## config.mk

```make
export PLATFORM = sky130hd
export DESIGN_NAME = pwm_ramp_ctrl
export DESIGN_NICKNAME = d
export VERILOG_FILES = /design/src/rtl/pwm_ramp_ctrl_pkg.sv /design/src/rtl/pwm_ramp_step.sv /design/src/rtl/pwm_ramp_ctrl.sv
export SDC_FILE = /design/constraint.sdc
export NUM_CORES = 1
export LEC_CHECK = 0
export CAP_MARGIN = 20
export CORE_MARGIN = 1.5
export CORE_UTILIZATION = 63
export DETAILED_ROUTE_END_ITERATION = 10
export GPL_TIMING_DRIVEN = 1
export HOLD_SLACK_MARGIN = 0.05
export PLACE_DENSITY = 0.86
export SLEW_MARGIN = 20
export SYNTH_ARGS = -nofsm -noshare
export SYNTH_HDL_FRONTEND = slang
export SYNTH_SLANG_ARGS = --single-unit
```

## constraint.sdc

```tcl
create_clock -name CLK -period 12.87 [get_ports CLK]
set_clock_uncertainty 0.2 [all_clocks]
set_input_delay 2.574 -clock CLK [delete_from_list [all_inputs] [get_ports CLK]]
set_output_delay 2.574 -clock CLK [all_outputs]
set_load 0.1 [all_outputs]
```

## src/rtl/pwm_ramp_ctrl_pkg.sv

```systemverilog
`default_nettype none
// ============================================================================
// Module      : pwm_ramp_ctrl_pkg
// Description : Shared constants for the PWM duty ramp controller: register
//               indices, CTRL bit positions and the ramp FSM state encoding.
// Revision    : 1.0 - initial release
// ============================================================================
package pwm_ramp_ctrl_pkg;

    // Word register indices on the bus
    localparam logic [1:0] c_REG_CTRL   = 2'd0;
    localparam logic [1:0] c_REG_PERIOD = 2'd1;
    localparam logic [1:0] c_REG_TARGET = 2'd2;
    localparam logic [1:0] c_REG_STEP   = 2'd3;

    // CTRL register bit positions
    localparam int c_CTRL_EN    = 0;
    localparam int c_CTRL_START = 1;
    localparam int c_CTRL_IE    = 2;
    localparam int c_CTRL_DONE  = 3;
    localparam int c_CTRL_BUSY  = 4;

    // Least significant bit of the prescale field inside STEP
    localparam int c_STEP_PRESC_LSB = 16;

    // Ramp sequencer states
    typedef enum logic [1:0] {
        ST_IDLE = 2'd0,
        ST_RAMP = 2'd1,
        ST_HOLD = 2'd2
    } ramp_state_e;

endpackage : pwm_ramp_ctrl_pkg
`default_nettype wire

```

## src/rtl/pwm_ramp_step.sv

```systemverilog
`default_nettype none
// ============================================================================
// Module      : pwm_ramp_step
// Description : Combinational next-duty computation. Moves the current duty
//               one step toward the target (clamped to the period), landing
//               exactly on the clamped target instead of overshooting.
// Revision    : 1.0 - initial release
// ============================================================================
module pwm_ramp_step
    import pwm_ramp_ctrl_pkg::*;
#(
    parameter int CNT_W = 16
) (
    input  logic [CNT_W-1:0] i_current,
    input  logic [CNT_W-1:0] i_target,
    input  logic [CNT_W-1:0] i_step,
    input  logic [CNT_W-1:0] i_period,
    output logic [CNT_W-1:0] o_next,
    output logic             o_reached
);

    // One extra bit of headroom so current+step can never wrap
    logic [CNT_W:0] w_cur;
    logic [CNT_W:0] w_step;
    logic [CNT_W:0] w_clamped;
    logic [CNT_W:0] w_gap;
    logic [CNT_W:0] w_next;

    // Step toward the clamped target; a zero step or a gap no larger than the
    // step lands directly on the target, so both directions saturate cleanly.
    always_comb begin
        w_cur     = {1'b0, i_current};
        w_step    = {1'b0, i_step};
        w_clamped = (i_target > i_period) ? {1'b0, i_period} : {1'b0, i_target};
        w_gap     = (w_cur > w_clamped) ? (w_cur - w_clamped) : (w_clamped - w_cur);
        w_next    = w_clamped;
        if ((i_step != '0) && (w_gap > w_step)) begin
            if (w_cur < w_clamped) begin
                w_next = w_cur + w_step;
            end else begin
                w_next = w_cur - w_step;
            end
        end
        o_next    = w_next[CNT_W-1:0];
        o_reached = (w_next == w_clamped);
    end

endmodule : pwm_ramp_step
`default_nettype wire

```

## src/rtl/pwm_ramp_ctrl.sv

```systemverilog
`default_nettype none
// ============================================================================
// Module      : pwm_ramp_ctrl
// Description : Bus-programmable duty-cycle ramp generator for a PWM core.
//               Steps the duty toward a target once every (prescale+1) PWM
//               periods and hands period/duty to the core with a load pulse
//               right after each period wrap.
// Revision    : 1.0 - initial release
// ============================================================================
module pwm_ramp_ctrl
    import pwm_ramp_ctrl_pkg::*;
#(
    parameter int CNT_W   = 16,
    parameter int PRESC_W = 8
) (
    input  logic             CLK,
    input  logic             RESETN,
    input  logic             i_sel,
    input  logic             i_we,
    input  logic [1:0]       i_addr,
    input  logic [31:0]      i_wdata,
    output logic [31:0]      o_rdata,
    input  logic             i_period_end,
    output logic [CNT_W-1:0] o_pwm_period,
    output logic [CNT_W-1:0] o_pwm_duty,
    output logic             o_pwm_load,
    output logic             o_irq
);

    // Programmable registers
    logic               r_en;
    logic               r_ie;
    logic               r_done;
    logic [CNT_W-1:0]   r_period_shadow;
    logic [CNT_W-1:0]   r_target;
    logic [CNT_W-1:0]   r_step;
    logic [PRESC_W-1:0] r_presc;

    // Sequencer and core-facing state
    ramp_state_e        r_state;
    ramp_state_e        w_state_nxt;
    logic [PRESC_W-1:0] r_presc_cnt;
    logic [CNT_W-1:0]   r_pwm_period;
    logic [CNT_W-1:0]   r_pwm_duty;
    logic               r_pwm_load;
    logic [31:0]        r_rdata;

    logic               w_wr;
    logic               w_ctrl_wr;
    logic               w_start;
    logic               w_disable;
    logic               w_step_due;
    logic               w_set_done;
    logic [CNT_W-1:0]   w_step_next;
    logic               w_reached;
    logic [CNT_W-1:0]   w_duty_nxt;
    logic [31:0]        w_rd_val;
    logic               w_unused;

    assign w_wr       = i_sel & i_we;
    assign w_ctrl_wr  = w_wr & (i_addr == c_REG_CTRL);
    assign w_start    = w_ctrl_wr & i_wdata[c_CTRL_START] & i_wdata[c_CTRL_EN];
    assign w_disable  = w_ctrl_wr & ~i_wdata[c_CTRL_EN];
    assign w_step_due = (r_state == ST_RAMP) & i_period_end & (r_presc_cnt == r_presc);
    assign w_set_done = w_step_due & w_reached;
    assign w_unused   = ^i_wdata;

    // Clamping uses the period that is applied alongside the new duty
    pwm_ramp_step #(
        .CNT_W (CNT_W)
    ) u_step (
        .i_current (r_pwm_duty),
        .i_target  (r_target),
        .i_step    (r_step),
        .i_period  (r_period_shadow),
        .o_next    (w_step_next),
        .o_reached (w_reached)
    );

    // FSM state register
    always_ff @(posedge CLK or negedge RESETN) begin
        if (!RESETN) begin
            r_state <= ST_IDLE;
        end else begin
            r_state <= w_state_nxt;
        end
    end

    // Next state and next duty; disable outranks START, START outranks completion
    always_comb begin
        w_state_nxt = r_state;
        w_duty_nxt  = r_pwm_duty;
        case (r_state)
            ST_IDLE: if (i_period_end && !r_en) w_duty_nxt = '0;
            ST_RAMP: if (w_step_due)            w_duty_nxt = w_step_next;
            default: ;
        endcase
        if (w_set_done) w_state_nxt = ST_HOLD;
        if (w_start)    w_state_nxt = ST_RAMP;
        if (w_disable)  w_state_nxt = ST_IDLE;
    end

    // Bus-writable registers; values sampled by a coincident period_end are the old ones
    always_ff @(posedge CLK or negedge RESETN) begin
        if (!RESETN) begin
            r_en            <= 1'b0;
            r_ie            <= 1'b0;
            r_period_shadow <= '0;
            r_target        <= '0;
            r_step          <= '0;
            r_presc         <= '0;
        end else if (w_wr) begin
            case (i_addr)
                c_REG_CTRL: begin
                    r_en <= i_wdata[c_CTRL_EN];
                    r_ie <= i_wdata[c_CTRL_IE];
                end
                c_REG_PERIOD: r_period_shadow <= i_wdata[CNT_W-1:0];
                c_REG_TARGET: r_target        <= i_wdata[CNT_W-1:0];
                default: begin
                    r_step  <= i_wdata[CNT_W-1:0];
                    r_presc <= i_wdata[c_STEP_PRESC_LSB +: PRESC_W];
                end
            endcase
        end
    end

    // DONE flag: completion wins over a simultaneous write-1-to-clear
    always_ff @(posedge CLK or negedge RESETN) begin
        if (!RESETN) begin
            r_done <= 1'b0;
        end else if (w_set_done) begin
            r_done <= 1'b1;
        end else if (w_ctrl_wr && i_wdata[c_CTRL_DONE]) begin
            r_done <= 1'b0;
        end
    end

    // Prescaler counts period wraps while ramping; START restarts it
    always_ff @(posedge CLK or negedge RESETN) begin
        if (!RESETN) begin
            r_presc_cnt <= '0;
        end else if (w_start) begin
            r_presc_cnt <= '0;
        end else if ((r_state == ST_RAMP) && i_period_end) begin
            r_presc_cnt <= (r_presc_cnt == r_presc) ? '0 : r_presc_cnt + 1'b1;
        end
    end

    // Core outputs update only at a period wrap, with a load pulse when anything changes
    always_ff @(posedge CLK or negedge RESETN) begin
        if (!RESETN) begin
            r_pwm_period <= '0;
            r_pwm_duty   <= '0;
            r_pwm_load   <= 1'b0;
        end else if (i_period_end) begin
            r_pwm_period <= r_period_shadow;
            r_pwm_duty   <= w_duty_nxt;
            r_pwm_load   <= (r_period_shadow != r_pwm_period) || (w_duty_nxt != r_pwm_duty);
        end else begin
            r_pwm_load   <= 1'b0;
        end
    end

    // Read mux for the addressed register, unused bits zero
    always_comb begin
        w_rd_val = '0;
        case (i_addr)
            c_REG_CTRL: begin
                w_rd_val[c_CTRL_EN]   = r_en;
                w_rd_val[c_CTRL_IE]   = r_ie;
                w_rd_val[c_CTRL_DONE] = r_done;
                w_rd_val[c_CTRL_BUSY] = (r_state == ST_RAMP);
            end
            c_REG_PERIOD: w_rd_val[CNT_W-1:0] = r_period_shadow;
            c_REG_TARGET: w_rd_val[CNT_W-1:0] = r_target;
            default: begin
                w_rd_val[CNT_W-1:0]                    = r_step;
                w_rd_val[c_STEP_PRESC_LSB +: PRESC_W] = r_presc;
            end
        endcase
    end

    // Registered read data, captured whenever the block is selected
    always_ff @(posedge CLK or negedge RESETN) begin
        if (!RESETN) begin
            r_rdata <= '0;
        end else if (i_sel) begin
            r_rdata <= w_rd_val;
        end
    end

    assign o_rdata      = r_rdata;
    assign o_pwm_period = r_pwm_period;
    assign o_pwm_duty   = r_pwm_duty;
    assign o_pwm_load   = r_pwm_load;
    assign o_irq        = r_done & r_ie;

endmodule : pwm_ramp_ctrl
`default_nettype wire

```

[After elaboration in Yosys (flattened, before gate mapping)]
Index checks and enable logic that the tools add are counted.
Operators by class
  div/mod/pow operators: 0
  bitwise gates (word level): 11
  multiplexer cells: 21
  shifts and indexed selects: 0
  add/subtract/negate cells: 5
  order comparisons: 4
  equality and inequality tests: 7
  reduce and logical (&&, ||, !) cells: 17
  $mul: 0
Operators with widths (count)
  17-bit 2-to-1 mux: 3
  16-bit 2-to-1 mux: 3
  11-bit one-hot mux with 3 select lines: 1
  8-bit 2-to-1 mux: 4
  16-bit inequality test: 2
  16-bit one-hot mux with 2 select lines: 1
  16-bit by 16-bit adder with 17-bit output: 1
  17-bit equality test: 1
  16-bit by 17-bit > comparator with 1-bit output: 1
  17-bit by 16-bit > comparator with 1-bit output: 1
  16-bit by 17-bit < comparator with 1-bit output: 1
  16-bit by 16-bit subtractor with 17-bit output: 1
  16-bit by 17-bit subtractor with 17-bit output: 1
  17-bit by 16-bit subtractor with 17-bit output: 1
  16-bit > comparator: 1
  16-bit nonzero test: 1
  1-bit bitwise AND: 9
  3-bit one-hot mux with 3 select lines: 1
  8-bit by 1-bit adder with 8-bit output (second input constant): 1
  8-bit equality test: 1
  2-bit AND reduction: 4
  2-bit 2-to-1 mux: 3
  1-bit one-hot mux with 3 select lines: 2
  2-bit by 1-bit equality test with 1-bit output (second input constant): 2
  10 further kinds: 18
Word-level totals
  output and inout port bits: 66
  flip-flop bits (word level): 126
  memory bits (read-only): 0
  bits in writable memories: 0
  memories: 0
  logic and storage cells: 78
  latch bits: 0

[Longest topological paths before layout]
  depth in word-level cells: 12
  mapped depth: 38

[By module]
A second synthesis with hierarchy kept.
Unflattened totals
  cell total of the unflattened synthesis: 1026
  area total of the unflattened synthesis: 9794.4 sq um
Modules (own cells, without submodules)
  pwm_ramp_ctrl: cells each 474, area an instance 5800.6 sq um, times used 1
  pwm_ramp_step: cells each 552, area an instance 3993.8 sq um, times used 1

[Worst setup path before layout]
No wires, ideal clock.
  path type: register -> register
  start point: reg r_period_shadow[7]
  end point: reg r_pwm_load, in the netlist o_pwm_load
  arrival: 7.396 ns
  stages on the path, launching flop included: 35
  path slack: 5.150 ns
  library setup time: 0.124 ns
  path buffers: 2
  path through: dfrtp_1 -> inv_1 -> ha_1 -> a211o_1 -> o31ai_1 -> a31oi_4 -> buf_4 -> mux2i_1 -> inv_1 -> ha_1 -> nor2b_1 -> o31a_1 -> o41ai_4 -> a211oi_1 -> o21ai_0 -> clkbuf_1 -> mux2i_1 -> a21oi_1 -> o22ai_1 -> o21ai_0 -> a21oi_1 -> xor2_1 -> ha_1 -> nand4_1 -> or3_1 -> o22ai_1 -> nor2_1 -> nand3_1 -> o211ai_4 -> mux2_4 -> mux2i_1 -> a211oi_2 -> nand3_1 -> or4_1 -> o31a_1
On the way
  cells in the longest elaborated chain, start to end: 12
  elaborated cells between the ends (all ways): 17
  classes of those cells: add/sub: 2; order compare: 4; eq/ne: 2; mux: 7; reduce/logical: 2
RTL lines
  from (decl): line pwm_ramp_ctrl.sv:34  | logic [CNT_W-1:0] r_period_shadow;
  from (signal assigned): line pwm_ramp_ctrl.sv:118  | c_REG_PERIOD: r_period_shadow <= i_wdata[CNT_W-1:0];
  16-bit > comparator: line pwm_ramp_step.sv:34  | w_clamped = (i_target > i_period) ? {1'b0, i_period} : {1'b0, i_target};
  16-bit 2-to-1 mux: line pwm_ramp_step.sv:34
  17-bit by 16-bit subtractor with 17-bit output (tied with other cells): line pwm_ramp_step.sv:35  | w_gap = (w_cur > w_clamped) ? (w_cur - w_clamped) : (w_clamped - w_cur);
  17-bit 2-to-1 mux: line pwm_ramp_step.sv:35
  17-bit by 16-bit > comparator with 1-bit output: line pwm_ramp_step.sv:37  | if ((i_step != '0) && (w_gap > w_step)) begin
  1-bit logical AND: line pwm_ramp_step.sv:37
  17-bit 2-to-1 mux: line pwm_ramp_step.sv:37
  16-bit 2-to-1 mux: line pwm_ramp_ctrl.sv:95  | ST_RAMP: if (w_step_due) w_duty_nxt = w_step_next;
  16-bit one-hot mux with 2 select lines: line pwm_ramp_ctrl.sv:93  | case (r_state)
  16-bit inequality test: line pwm_ramp_ctrl.sv:159  | r_pwm_load <= (r_period_shadow != r_pwm_period) || (w_duty_nxt != r_pwm_duty);
  1-bit logical OR *: line pwm_ramp_ctrl.sv:159
  1-bit 2-to-1 mux *: line pwm_ramp_ctrl.sv:156  | end else if (i_period_end) begin
  to (signal assigned): line pwm_ramp_ctrl.sv:159
  to (decl): line pwm_ramp_ctrl.sv:45  | logic r_pwm_load;
Every way passes the cells marked *; elsewhere a longest branch is shown, timed or not.
A chain may end at the register's enable or synchronous reset.

[Worst setup path after layout]
  start point: reg r_period_shadow[14]
  end point: reg r_pwm_load, in the netlist o_pwm_load
The elaborated chain is that of the path after synthesis.

==> results.ini <==
[clocking]
cts_root_buf=clkbuf_16
cts_tree=done
numCtsBuffers=17
cts_setup_buffers=0
cts_sinks=126
path_clk_slew_ns=0.06
clock_latency_ns=0.43
cts.repair.resized=0
htree_levels=4
clockBufferDepth=2
ctsHoldBuffers=0

[placement]
pre_cts_ws_ns=3.28
hpwlAfterDp_mm=21.6
dpl_cell_area_um2=10700
port_buffers=88
gp_congestion=0.999

[critical_path]
crit_path_frequent_cell=ha_1
crit_start=r_period_shadow[14]$_DFFE_PN0P_
r2r_end=o_pwm_load$_DFF_PN0_
startpoint_type=flop
crit_required_ns=12.98
setup.worst_path.end=o_pwm_load$_DFF_PN0_
cp_data_arrival_time_ns=9.90
critPathKind=reg -> reg
reg2regPathDepth=34
worst_r2r_startpoint=r_period_shadow[14]$_DFFE_PN0P_
slowest_delay_ns=0.68
worstPathMaxFanout=25
end_kind=flop
crit_slowest_cell=a31oi_4
reg2reg_setup_slack_ns=3.08

[timing]
rsz0062_at_grt=no
maxSlewHeadroom_pct=26.6
max_clock_freq_mhz=102
setup_viol=0
finalMaxSlewViolations=0
finalCritPeriodShare_pct=76.1
fin_tns_setup_ns=0
worst_pin_slew_ns=1.10
layout_setup_ws_ns=3.08
finalHoldViolations=0
period_needed_ns=9.79

[logic_synthesis]
yosysMostFrequentCell=dfrtp_1
ys_types=75
syn-instance-count=1044
synth_largest_area_cell=dfrtp_1
synthTopCellsByCount=dfrtp_1, mux2_2, inv_1, ha_1, nor2_1
syn_area_um2=9750
async_flop_share_pct=100
synth_seq_cells=126
synth_area_per_cell_um2=9.34
ys_top_cells_by_area=dfrtp_1, mux2_2, ha_1
ys.flop_type=dfrtp_1
synth-warning-count=0
ys_seq_area_share_pct=32.3
synth_top_area_share_pct=32.3
synth-edff-count=0

[global_routing]
grt_use_met2_pct=61.5
grt_util_all_layers_pct=37.0
busiest_layer=met2
grt_pass1_vias=8615
grt_pass1_wl_mm=46.3
antenna_found_initial=0
grt_overflow_total=0
grtUsageMet3_pct=6.95
grt_max_degree=73
use_met1_pct=47.0

[pwr]
p_seq_share_pct=20.5
intPower_uw=1450
vdd_ir_drop_max_uv=186
clkPwrFrac_pct=15.7
p_sw_share_pct=50.9
power.switching_uw=1500
p_per_area_nw_per_um2=261
combPwrFrac_pct=63.8
total_leakage_power_uw=0.00508

[finish]
diodes=0
finalNetCount=1246
nFillCells=1044
layout.area.seq_um2=3150
drive_gt1_share_pct=14.3
final_cell_area_um2=11300
synthToLayoutAreaGrowth_pct=15.9
multi_input_area_um2=6070

[route]
routed_via_density=6.55
postRouteAntennaNets=0
first_pass_iters=5
route.detailed.drc=0
drtIter0Drc=729
drt-total-wl_mm=29.0
vias=8664
wire_per_inst_um=21.9

[floorplanning]
die-area_um2=16200
core_area_um2=15100
fp.dieW_um=127
io_pins=105
rows=45
initial_core_util_pct=64.4
die_h_um=127

[status]
status=completed

[min_path]
hp-class=reg -> reg

[flow_run]
cap_violations=0

state kept, by name, summed over array words and instances, names as in the netlist:
name             cells
r_presc_cnt          8
r_target            16
o_rdata             24
r_step              16
r_period_shadow     16
r_state              2
r_ie                 1
r_done               1
o_pwm_period        16
o_pwm_load           1
r_en                 1
r_presc              8
o_pwm_duty          16
layer usage:
metal	share of wire, %	routed length (um)	vias up
met3	7.5	2180	97
met1	40	11600	4255
met4	4.3	1230	0
met2	48	14000	420
met5	0	0	-
li1	-	-	3892
power groups by stage:
stage                     combinational, uW  sequential, uW  clock [uW]
after floorplan                        1230             806           0
after global placement                 1810             595           0
after detailed placement               1840             600           0
after CTS                              1860             599         465
after global routing                   2040             613         485
final                                  1890             604         464
how the worst min path moves through the flow:
stage / startpoint / end / slack [ns] / cells after the start
final: o_rdata[2]$_DFFE_PN0P_ / o_rdata[2]$_DFFE_PN0P_ / 0.32 / 1
after global routing: o_rdata[2]$_DFFE_PN0P_ / o_rdata[2]$_DFFE_PN0P_ / 0.34 / 1
after CTS: o_rdata[2]$_DFFE_PN0P_ / o_rdata[2]$_DFFE_PN0P_ / 0.32 / 1
after detailed placement: r_done$_DFFE_PN0P_ / r_done$_DFFE_PN0P_ / 0.29 / 1
after global placement: r_done$_DFFE_PN0P_ / r_done$_DFFE_PN0P_ / 0.29 / 1
after floorplan: r_done$_DFFE_PN0P_ / r_done$_DFFE_PN0P_ / 0.26 / 1
layout by cell type (no fill, tap or decap), types with 7 or more instances in the layout:
cell / instances
o31ai_1: 8
dfrtp_1: 126
a22oi_1: 14
nor4_1: 10
nor3_1: 10
inv_1: 90
nand2_1: 66
or3_1: 7
conb_1: 8
o21ai_0: 54
clkbuf_16: 17
mux2_2: 97
xnor2_1: 45
o211ai_1: 9
mux2i_1: 17
o21a_1: 8
a21oi_1: 58
nand3_1: 12
nor2_1: 80
xor2_1: 33
clkdlybuf4s50_1: 87
a21o_1: 12
a31oi_1: 8
o22ai_1: 17
ha_1: 82
a211oi_1: 16
buf_4: 10
inv_6: 8
nor2b_1: 7
nand4_1: 20
cell type report:
class	count	share of cell area, %
timing repair buffer	97	8.36
multi-input combinational	790	53.7
inverter	90	2.99
tap	188	2.08
clock buffer	17	3.76
sequential	126	27.9
clock inverter	15	1.26
per-stage QoR:
stage	instances	hold slack, ns	util (%)	total power, uW
2_1_floorplan	1051	0.259	-	2040
3_3_place_gp	1291	0.285	70.9	2400
3_5_place_dp	1291	0.288	70.9	2440
4_1_cts	1323	0.319	74.7	2930
5_1_grt	1323	0.339	74.7	3140
6_report	1323	0.319	74.7	2950
worst max-delay path, delay by kind of cell, from the launching register on:
family	cells	cell delay (ns)
simple gates	10	1.87
fa+ha+maj	3	1.00
xor+xnor	1	0.10
flops	1	0.55
compound gates	14	4.11
mux	3	1.21
buf+inv	3	0.61
logic make-up (layout without fill, tap and decap cells):
group,count (synthesis),after routing,share of synthesized area (%)
AO/OA/AOI/OAI,253,253,17.3
XOR/XNOR,79,79,7.23
adder cells (fa/ha/maj),85,85,11.1
buffers and inverters,135,219,5.73
flip-flops,126,126,32.3
multiplexers,120,120,14.1
other,1,8,0.0384
AND/OR/NAND/NOR,245,245,12.1
No activity file was read; power rests on OpenSTA's default activity.
